--- config.mk ---
export PLATFORM = sky130hd
export DESIGN_NAME = imm_operand_encoder
export DESIGN_NICKNAME = d
export VERILOG_FILES = /design/src/rtl/imm_operand_encoder.sv
export SDC_FILE = /design/constraint.sdc
export NUM_CORES = 1
export LEC_CHECK = 0
export ABC_AREA = 1
export CORE_UTILIZATION = 50
export CTS_CLUSTER_SIZE = 10
export DETAILED_ROUTE_END_ITERATION = 10
export DONT_BUFFER_PORTS = 1
export PLACE_DENSITY = 0.78
export SLEW_MARGIN = 10
export SYNTH_ARGS = -nofsm -noshare
export SYNTH_HDL_FRONTEND = slang
export SYNTH_SLANG_ARGS = --single-unit
--- constraint.sdc ---
create_clock -name clk -period 1.86 [get_ports clk]
set_input_delay 0.465 -clock clk [delete_from_list [all_inputs] [get_ports clk]]
set_output_delay 0.465 -clock clk [all_outputs]
set_load 0.02 [all_outputs]
--- src/rtl/imm_operand_encoder.sv ---
// ---------------------------------------------------------------------------
// imm_operand_encoder
//
// Purpose:
//   Finds the 12-bit ARM immediate shifter operand {rotate_imm, imm8} for a
//   32-bit constant, so that value == imm8 ROR (2*rotate_imm). The 16 possible
//   rotations are searched iteratively, CHECKS_PER_CYCLE rotations per clock.
//   The lowest matching rotation wins, which gives the canonical encoding.
//
// Parameters:
//   CHECKS_PER_CYCLE  rotations evaluated per clock (legal: 1, 2, 4, 8, 16)
//
// Ports:
//   clk            in   1   clock, rising edge
//   rst_n          in   1   asynchronous reset, active-low
//   start          in   1   request, accepted only while busy is low
//   value          in   32  constant to encode, latched on an accepted start
//   busy           out  1   search in progress (SEARCH or DONE state)
//   done           out  1   one-cycle pulse, results are valid
//   found          out  1   value is encodable (held)
//   inverted       out  1   encoding is of ~value, MVN form (held)
//   shift_operand  out  12  {rotate_imm, imm8} (held)
//
// Configuration macro:
//   IMM_ENC_INVERT_EN  when defined, a failed search on value is followed by a
//                      second pass on ~value; a match there sets inverted.
//                      When undefined, only one pass exists and inverted is 0.
// ---------------------------------------------------------------------------
module imm_operand_encoder #(
    parameter int CHECKS_PER_CYCLE = 1
) (
    input  logic        clk,
    input  logic        rst_n,
    input  logic        start,
    input  logic [31:0] value,
    output logic        busy,
    output logic        done,
    output logic        found,
    output logic        inverted,
    output logic [11:0] shift_operand
);

    // Rotation step per cycle, and the first rotation of the final group of a
    // pass. With 16 checks per cycle both are 0: one cycle covers the pass.
    localparam logic [3:0] ROT_STEP = 4'(CHECKS_PER_CYCLE);
    localparam logic [3:0] ROT_LAST = 4'(16 - CHECKS_PER_CYCLE);

    typedef enum logic [1:0] {
        IDLE   = 2'd0,
        SEARCH = 2'd1,
        DONE   = 2'd2
    } state_t;

    state_t      state_q, state_d;
    logic [3:0]  rot_q, rot_d;
    logic [31:0] value_q, value_d;
    logic        found_q, found_d;
    logic [11:0] shift_q, shift_d;

    logic [31:0] search_val;
    logic        hit;
    logic [3:0]  hit_rot;
    logic [7:0]  hit_imm;
    logic [3:0]  cand_rot;
    logic [31:0] cand;

    // Rotate left by sh bits, built from a doubled word so a shift of 0 is safe.
    function automatic logic [31:0] rol32(input logic [31:0] v, input logic [4:0] sh);
        logic [63:0] w;
        w = {v, v} << sh;
        return w[63:32];
    endfunction

`ifdef IMM_ENC_INVERT_EN
    logic pass_q, pass_d;
    logic inverted_q, inverted_d;

    // Pass 1 searches the complement so the caller can emit an MVN instead.
    assign search_val = pass_q ? ~value_q : value_q;
    assign inverted   = inverted_q;
`else
    assign search_val = value_q;
    assign inverted   = 1'b0;
`endif

    // Undo the rotation for each candidate in this cycle's group; the value is
    // encodable at rotation r when the un-rotated word fits in the low byte.
    // Scanning upward and keeping the first hit selects the lowest rotation.
    always_comb begin
        hit      = 1'b0;
        hit_rot  = 4'd0;
        hit_imm  = 8'd0;
        cand_rot = 4'd0;
        cand     = 32'd0;
        for (int i = 0; i < CHECKS_PER_CYCLE; i++) begin
            cand_rot = rot_q + 4'(i);
            cand     = rol32(search_val, {cand_rot, 1'b0});
            if (!hit && (cand[31:8] == 24'd0)) begin
                hit     = 1'b1;
                hit_rot = cand_rot;
                hit_imm = cand[7:0];
            end
        end
    end

    // Next-state and held-result logic. A hit is checked before the end of a
    // pass, so a match on the very last rotation still reports found.
    always_comb begin
        state_d = state_q;
        rot_d   = rot_q;
        value_d = value_q;
        found_d = found_q;
        shift_d = shift_q;
`ifdef IMM_ENC_INVERT_EN
        pass_d     = pass_q;
        inverted_d = inverted_q;
`endif
        case (state_q)
            IDLE: begin
                if (start) begin
                    state_d = SEARCH;
                    value_d = value;
                    rot_d   = 4'd0;
                    found_d = 1'b0;
                    shift_d = 12'h000;
`ifdef IMM_ENC_INVERT_EN
                    pass_d     = 1'b0;
                    inverted_d = 1'b0;
`endif
                end
            end
            SEARCH: begin
                if (hit) begin
                    state_d = DONE;
                    rot_d   = 4'd0;
                    found_d = 1'b1;
                    shift_d = {hit_rot, hit_imm};
`ifdef IMM_ENC_INVERT_EN
                    inverted_d = pass_q;
`endif
                end else if (rot_q == ROT_LAST) begin
                    rot_d = 4'd0;
`ifdef IMM_ENC_INVERT_EN
                    if (!pass_q) begin
                        pass_d = 1'b1;
                    end else begin
                        state_d = DONE;
                    end
`else
                    state_d = DONE;
`endif
                end else begin
                    rot_d = rot_q + ROT_STEP;
                end
            end
            DONE: begin
                state_d = IDLE;
            end
            default: begin
                state_d = IDLE;
            end
        endcase
    end

    // State and result registers; reset may arrive at any time, even mid-search.
    always_ff @(posedge clk or negedge rst_n) begin
        if (!rst_n) begin
            state_q <= IDLE;
            rot_q   <= 4'd0;
            value_q <= 32'd0;
            found_q <= 1'b0;
            shift_q <= 12'h000;
`ifdef IMM_ENC_INVERT_EN
            pass_q     <= 1'b0;
            inverted_q <= 1'b0;
`endif
        end else begin
            state_q <= state_d;
            rot_q   <= rot_d;
            value_q <= value_d;
            found_q <= found_d;
            shift_q <= shift_d;
`ifdef IMM_ENC_INVERT_EN
            pass_q     <= pass_d;
            inverted_q <= inverted_d;
`endif
        end
    end

    assign busy          = (state_q != IDLE);
    assign done          = (state_q == DONE);
    assign found         = found_q;
    assign shift_operand = shift_q;

endmodule

==> summary.md, run 1 <==
| Metric | Value |
|---|---|
| Status | `complete, but fails checks` |
| Failing checks | `hold timing, setup timing` |
| Synth warn | `0` |
| CTS sink cnt | `a little over 50` |
| Hold/Removal Path Class | `in2async` |
| Hold Fails Final Rpt | `20` |
| Synthesized flop and latch total | `51` |
| VDD IR max | `about 1.3 mV` |
| Final WS setup | `-0.283 ns` |
| Min Clock Period, post-route | `2.14 ns` |
| Logic pwr share | `between 60% and 70%` |
| Crit share post-route | `115%` |
| Crit path capture type | `flip-flop` |
| Root Driver | `clkbuf_8` |
| Clock power share | `9.1%` |
| Sequential share of power | `21.7%` |
| Avg Cell Area, Syn | `6.29 um2` |
| GR Util All Layers | `~28%` |
| Nets@finish | `595` |
| Setup violators final | `19` |
| Cell-internal power | `4560 uW` |
| Grt ovf | `0` |
| Slew Viols, Final | `0` |
| Area Growth Syn to Fin | `30.2%` |
| Worst-case clock buffer depth | `2` |
| Sequential fraction of the synthesis area | `38.2%` |
| Hold Slack | `-0.00750 ns` |
| Antenna violations before repair | `0` |
| Gpl congestion | `0.960` |
| First-pass GRT wire length | `15800 um` |
| Post-DRT Antenna Nets | `0` |
| Vias | `3600` |
| Mapped Cells | `around 530` |
| Fill cells | `533` |
| Placeable Area | `between 6000 and 7000 um2` |
| Initial DRT Pass Iterations | `6` |
| Chip Width | `roughly 84 um` |
| Cell Area, Synth | `roughly 3300 um2` |
| Met3 routed WL | `544 um` |
| Routed len/inst | `15.4 um` |
| Largest net degree at the start of global routing | `52` |
| Distinct cells, synth | `26` |
| Leak | `0.00238 uW` |
| CP required | `2.11 ns` |
| # IOs | `51` |
| Fin Setup TNS | `-4.49 ns` |
| Layout cells sized above 1 | `28.4%` |
| Worst Clk Skew | `0.00919 ns` |
| Final HPWL DP | `6400 um` |
| Seq. cell area | `approximately 1300 um2` |
| Switching Fraction | `between 40% and 50%` |
| Critical-path maximum fanout | `7` |
| Die area | `7020 um2` |
| WL final | `9810 um` |
| P per Cell Area | `2090 nW/um2` |
| CTS tree | `yes` |
| R2R Setup Slk | `-0.28 ns` |
| # rows | `29` |
| Residual DRC | `0` |
| Net Count, Synth | `568` |
| H-tree depth | `2` |
| CTS Buf Count | `5` |
| Met1 WL | `4030 um` |
| Worst setup SP type | `flip-flop` |
| RSZ-0062 raised after global routing | `true` |
| Area of the multi-input gates | `2260 um2` |
| Port bufs | `0` |
| Starting DRT DRC Count | `~260` |
| Vias in the first global route | `3424` |
| Diode count | `0` |
| Net Switching | `around 4500 uW` |
| Top Layer Used | `met4` |
| Worst-skew pair later-pin latency | `0.31 ns` |
| Max cap viols | `0` |
| Crit Path Category | `reg2reg` |
| Routed met2 length | `4860 um` |
| Starting density of the core | `52.4%` |
| Arr. time, crit path | `between 2 and 2.5 ns` |
| Die height | `83.8 um` |
| Achievable Freq | `around 0.47 GHz` |
| Vias/cell | `around 5.7` |
| Reg clk slew, reported paths | `0.10 ns` |
==> final timing paths <==
| path | cells past startpoint | startpoint | to |
|---|---|---|---|
| max | 16 | rot_q[0] | shift_operand[3] |
| min | 1 | rst_n | found |
| max reg2reg | 16 | rot_q[0] | shift_operand[3] |
| min reg2reg | 2 | search_val[14] | search_val[14] |
| max in group asynchronous | 1 | rst_n | rot_q[0] |
| min in group clk | 2 | value[2] | search_val[2] |
==> layout by cell type (no fill, tap or decap), types with 2 or more instances in the layout <==
cell type and count:
nand2_1 248, nand3_1 55, dfrtp_1 50, nand2_2 48, buf_4 32, nand3_2 26
nor2_1 17, nand2_4 16, inv_1 13, o22ai_1 7, clkbuf_8 6, buf_12 6
buf_6 4, nand3_4 3, buf_16 3, inv_2 2, clkinv_1 2, a21oi_2 2
nor2_4 2, nand4_4 2, o21ai_0 2, nand4_1 2
==> metrics by stage <==
| stage | setup slack (ns) | total power, uW | cells | area, um2 | utilization, % |
|---|---|---|---|---|---|
| 2_1_floorplan | 0.0271 | 5050 | 532 | 3340 | - |
| 3_3_place_gp | -0.172 | 6490 | 613 | 3560 | 55.8 |
| 3_5_place_dp | -0.263 | 6590 | 613 | 3560 | 55.8 |
| 4_1_cts | -0.204 | 8070 | 633 | 4000 | 62.6 |
| 5_1_grt | -0.399 | 9760 | 637 | 4360 | 68.2 |
| 6_report | -0.283 | 9100 | 637 | 4360 | 68.2 |
==> worst max-delay path, cell delays in order (launching register included) <==
cell and delay [ns]:
dfrtp_2 0.46, buf_6 0.15, clkbuf_16 0.17, nand2_4 0.07
nand3_2 0.07, nand2_1 0.12, nand2_1 0.06, nor2_1 0.08
nand2_1 0.07, nand2_1 0.08, nand2_2 0.07, nor2_4 0.10
buf_6 0.10, nand3_4 0.12, nor2_4 0.21, nand2_1 0.08
nand2_1 0.07
==> power by group through the flow <==
| stage | Sequential (uW) | Clock, uW | Combinational [uW] |
|---|---|---|---|
| floorplan | 1730 | 0 | 3320 |
| global placement | 1870 | 0 | 4620 |
| detailed placement | 1870 | 0 | 4730 |
| CTS | 1870 | 843 | 5350 |
| global route | 2020 | 878 | 6860 |
| finish | 1970 | 832 | 6290 |
==> sequential cells by signal (all words and copies together) (netlist names) <==
register and count:
state_q 2, found 1, search_val 32, shift_operand 12
rot_q 4
==> metal layers <==
metal,track usage [%],vias up
met1,34.8,1688
li1,-,1727
met4,10.9,0
met3,4.75,31
met5,0,-
met2,47.5,154
==> what timing repair did <==
item | in CTS | in global routing
gates cloned | 3 | 1
hold buffers | 1 | 0
setup buffers | 8 | 3
pin swaps | 22 | 55
setup endpoints to repair | 19 | 19
gates resized for setup | 41 | 83
endpoints found under the hold margin | 51 | 0
==> logic make-up (layout without fill, tap and decap cells) <==
family,after synthesis,after routing,share of synthesized area (%)
compound gates,12,12,2.06
other cells,1,1,0.112
xor+xnor,2,2,0.524
fa+ha+maj,1,1,0.374
simple gates,419,420,51.6
buf+inv,46,73,7.15
flops,51,51,38.2
==> Yosys cell counts <==
library cell	count	area share, %
inv_4	1	0.19
clkbuf_1	8	0.90
nand4_2	1	0.37
a21oi_1	3	0.45
dfrtp_1	51	38
inv_1	13	1.5
nand4_1	2	0.37
o22ai_1	7	1.3
buf_1	1	0.11
nor2_2	1	0.19
nand2_2	2	0.37
xor2_1	1	0.26
nand2_1	310	35
buf_6	4	1.3
xnor2_1	1	0.26
nor2_1	17	1.9
nor2_4	2	0.67
buf_2	9	1.3
inv_2	2	0.22
conb_1	1	0.11
buf_4	6	1.3
nand3_1	83	12
nand3_4	1	0.52
o21ai_0	2	0.30
ha_1	1	0.37
clkinv_1	2	0.22
==> area by class of cell <==
| type | count | area share [%] |
|---|---|---|
| flip-flops and latches | 51 | 29.3 |
| well taps | 77 | 2.21 |
| clock inverters | 2 | 0.891 |
| repair buffers | 47 | 12.1 |
| multi-input cells | 436 | 51.8 |
| clock buffers | 6 | 1.90 |
| inverters | 18 | 1.72 |
(Power assumes the default switching activity.)
==> inputs of run 2 (changes only) <==
Settings changed: PLACE_DENSITY 0.78 to default, PLACE_DENSITY_LB_ADDON from default to 0.08.
==> run 2 against run 1 <==
  * The flow still finishes with violations (hold timing, setup timing)
  * Clock skew decreased by 0.0031 ns
  * Sequential share of layout area is 2.2 points higher
  * Routed wire length decreased by 6.6%
  * First-iteration DRC count down 9.8%
  * Non-clock buffer count shrank 8
  * Maximum frequency rose by 0.15%
  * Die area is the same
  * Combinational power fell by 12%
  * Via count is 6.4% lower
  * Design area fell by 6.7%
  * Critical path type unchanged
  * Largest power group unchanged
==> summary.md, run 2 (synthesis results as in run 1) <==
| Metric | Value |
|---|---|
| Status | `complete, but fails checks (unchanged)` |
| Failing checks | `hold timing, setup timing (unchanged)` |
| Gpl congestion | `0.908 (was 0.960)` |
| CP max stage delay | `0.59 ns (was 0.46 ns)` |
| Die height | `83.8 um (unchanged)` |
| Critical-path maximum fanout | `8 (was 7)` |
| Hold Fails Final Rpt | `14 (was 20)` |
| Chip Width | `83.8 um (unchanged)` |
| CTS Buf Count | `5 (unchanged)` |
| Crit-path leading delay family | `simple AND/OR/NAND/NOR gates (unchanged)` |
| Port bufs | `0 (unchanged)` |
| P per Cell Area | `2050 nW/um2 (was 2090 nW/um2)` |
| WL final | `9160 um (was 9810 um)` |
| # IOs | `51 (unchanged)` |
| Vias in the first global route | `3011 (was 3424)` |
| First-pass GRT wire length | `14600 um (was 15800 um)` |
| Post-Place Cells | `613 (unchanged)` |
| Crit Path Category | `reg2reg (unchanged)` |
| Reg clk slew, reported paths | `0.09 ns (was 0.10 ns)` |
| Worst Clk Skew | `0.00609 ns (was 0.00919 ns)` |
| CP required | `2.11 ns (about the same)` |
| RSZ-0062 raised after global routing | `true (unchanged)` |
| Hold Slack | `-0.00735 ns (was -0.00750 ns)` |
| CP bufs+invs | `1 (was 3)` |
| # rows | `29 (unchanged)` |
| Switching Fraction | `49.3% (was 49.9%)` |
| Leak | `0.00222 uW (was 0.00238 uW)` |
| Setup violators final | `19 (unchanged)` |
| Max cap viols | `0 (unchanged)` |
| Reg2reg path depth | `14 (was 16)` |
| Worst-case clock buffer depth | `2 (unchanged)` |
| GR Util All Layers | `25.8% (was 27.8%)` |
| Sequential share of power | `23.4% (was 21.7%)` |
| Routed len/inst | `14.5 um (was 15.4 um)` |
| Commonest non-fill, non-tap cells in the layout | `nand2_1, nand3_1, dfrtp_1 (unchanged)` |
| Largest net degree at the start of global routing | `52 (unchanged)` |
| Residual DRC | `0 (unchanged)` |
| Most frequent cell on the critical path | `nand2_1 (unchanged)` |
| Fill cells | `619 (was 533)` |
| Cell-internal power | `4220 uW (was 4560 uW)` |
| Final HPWL DP | `6150 um (was 6400 um)` |
| Vias | `3371 (was 3600)` |
| Slew Viols, Final | `0 (unchanged)` |
| Critical-path top delay cell | `dfrtp_4 (was dfrtp_2)` |
| Starting DRT DRC Count | `238 (was 264)` |
| R2R Setup Slk | `-0.28 ns (about the same)` |
| Layout cells sized above 1 | `21.0% (was 28.4%)` |
| H-tree depth | `2 (unchanged)` |
| Clock power share | `9.7% (was 9.1%)` |
| Area Growth Syn to Fin | `21.5% (was 30.2%)` |
| Worst setup SP type | `flip-flop (unchanged)` |
| Diode count | `0 (unchanged)` |
| R2r startpoint | `rot_q[0] (unchanged)` |
| Crit-path cells | `clkbuf_16 -> nand2_1 -> nand3_1 -> nand2_2 -> nand2_1 -> nand2_1 -> nand2_1 -> nor2_1 -> nand2_1 -> nand2_4 -> nand3_4 -> nor2_4 -> nand2_1 -> nand2_1 (was buf_6 -> clkbuf_16 -> nand2_4 -> nand3_2 -> nand2_1 -> nand2_1 -> nor2_1 -> nand2_1 -> nand2_1 -> nand2_2 -> nor2_4 -> buf_6 -> nand3_4 -> nor2_4 -> nand2_1 -> nand2_1)` |
| Crit path capture type | `flip-flop (unchanged)` |
| Non-Filler Instances | `630 (was 637)` |
| Max reg flops | `32 (unchanged)` |
| Nets@finish | `588 (was 595)` |
| Post-DRT Antenna Nets | `0 (unchanged)` |
| Worst reg2reg path endpoint | `shift_operand[3] (unchanged)` |
| CTS tree | `yes (unchanged)` |
| Arr. time, crit path | `2.39 ns (about the same)` |
| Grt ovf | `0 (unchanged)` |
| Worst-skew pair later-pin latency | `0.31 ns (about the same)` |
| Logic pwr share | `66.9% (was 69.2%)` |
| Commonest non-fill, non-tap cell in the layout | `nand2_1 (unchanged)` |
| Min Clock Period, post-route | `2.14 ns (about the same)` |
| Root Driver | `clkbuf_8 (unchanged)` |
| Hold/Removal Path Class | `in2async (unchanged)` |
| Vias/cell | `5.35 (was 5.65)` |
| Starting density of the core | `52.4% (unchanged)` |
| CTS sink cnt | `51 (unchanged)` |
| Initial DRT Pass Iterations | `5 (was 6)` |
| Crit share post-route | `115% (about the same)` |
| Achievable Freq | `0.467 GHz (about the same)` |
| Fin Setup TNS | `-4.32 ns (was -4.49 ns)` |
| Die area | `7020 um2 (unchanged)` |
| Antenna violations before repair | `0 (unchanged)` |
| Net Switching | `4090 uW (was 4540 uW)` |
| Placeable Area | `6390 um2 (unchanged)` |
| Final WS setup | `-0.279 ns (was -0.283 ns)` |
| VDD IR max | `1.32 mV (about the same)` |
==> run 2: changes by cell type in the layout (fill, tap and decap cells not counted), moves of 2 or more <==
cell,change
nand2_2,-8
buf_4,-2
nand2_4,-11
nand3_4,-2
nand3_1,+15
a21oi_1,+2
a21oi_2,-2
buf_6,-3
buf_12,-3
nand2_1,+19
nand3_2,-12
clkbuf_16,+2
==> run 2: metal layers <==
metal	vias to the layer above	wire length, um	track usage, %
met3	13	397	3.46
met1	1552	4180	35.9
li1	1717	-	-
met2	89	4440	42.0
met4	0	142	7.40
met5	-	0	0
==> run 2: layout make-up <==
type                       instances  area [um2]  area share (%)
clock buffer                       6        82.6            2.03
clock inverter                     2        35.0           0.862
inverter                          18        75.1            1.85
multi-input combinational        437        2070            50.9
sequential                        51        1280            31.5
tap                               77        96.3            2.37
timing repair buffer              39         427            10.5
==> run 2: through the flow <==
| stage | utilization (%) | worst slack [ns] | hold WS [ns] | cell area [um2] | total power (uW) |
|---|---|---|---|---|---|
| final | 63.6 | -0.279 | -0.00735 | 4060 | 8310 |
| after global routing | 63.6 | -0.435 | 0.00869 | 4060 | 9050 |
| after CTS | 59.4 | -0.188 | 0.00794 | 3790 | 7620 |
| after detailed placement | 55.6 | -0.216 | 0.171 | 3550 | 6580 |
| after global placement | 55.6 | -0.193 | 0.170 | 3550 | 6550 |
| after floorplan | - | 0.0271 | 0.169 | 3340 | 5050 |
==> run 2: repair_timing <==
action                                 4_1_cts  5_1_grt
endpoints found under the hold margin       51        0
pin swaps                                    0        8
gates cloned                                 3        3
buffers inserted                             1        1
hold buffers                                 1        0
resized for setup                           10       59
setup endpoints to repair                   19       19
==> run 2: power by group through the flow <==
stage	logic (uW)	registers, uW	clock network (uW)
5_1_grt	6180	2010	861
6_report	5560	1950	807
3_5_place_dp	4730	1850	0
2_1_floorplan	3320	1730	0
4_1_cts	4940	1860	828
3_3_place_gp	4700	1850	0
==> run 2: how the worst max path moves through the flow <==
stage,slack (ns),startpoint,cells past startpoint,end
CTS,-0.19,rot_q[0],14,shift_operand[3]
global route,-0.44,rot_q[0],15,shift_operand[3]
finish,-0.28,rot_q[0],14,shift_operand[3]
detailed placement,-0.22,rot_q[0],13,found
floorplan,0.03,rot_q[0],15,shift_operand[10]
global placement,-0.19,rot_q[0],13,found
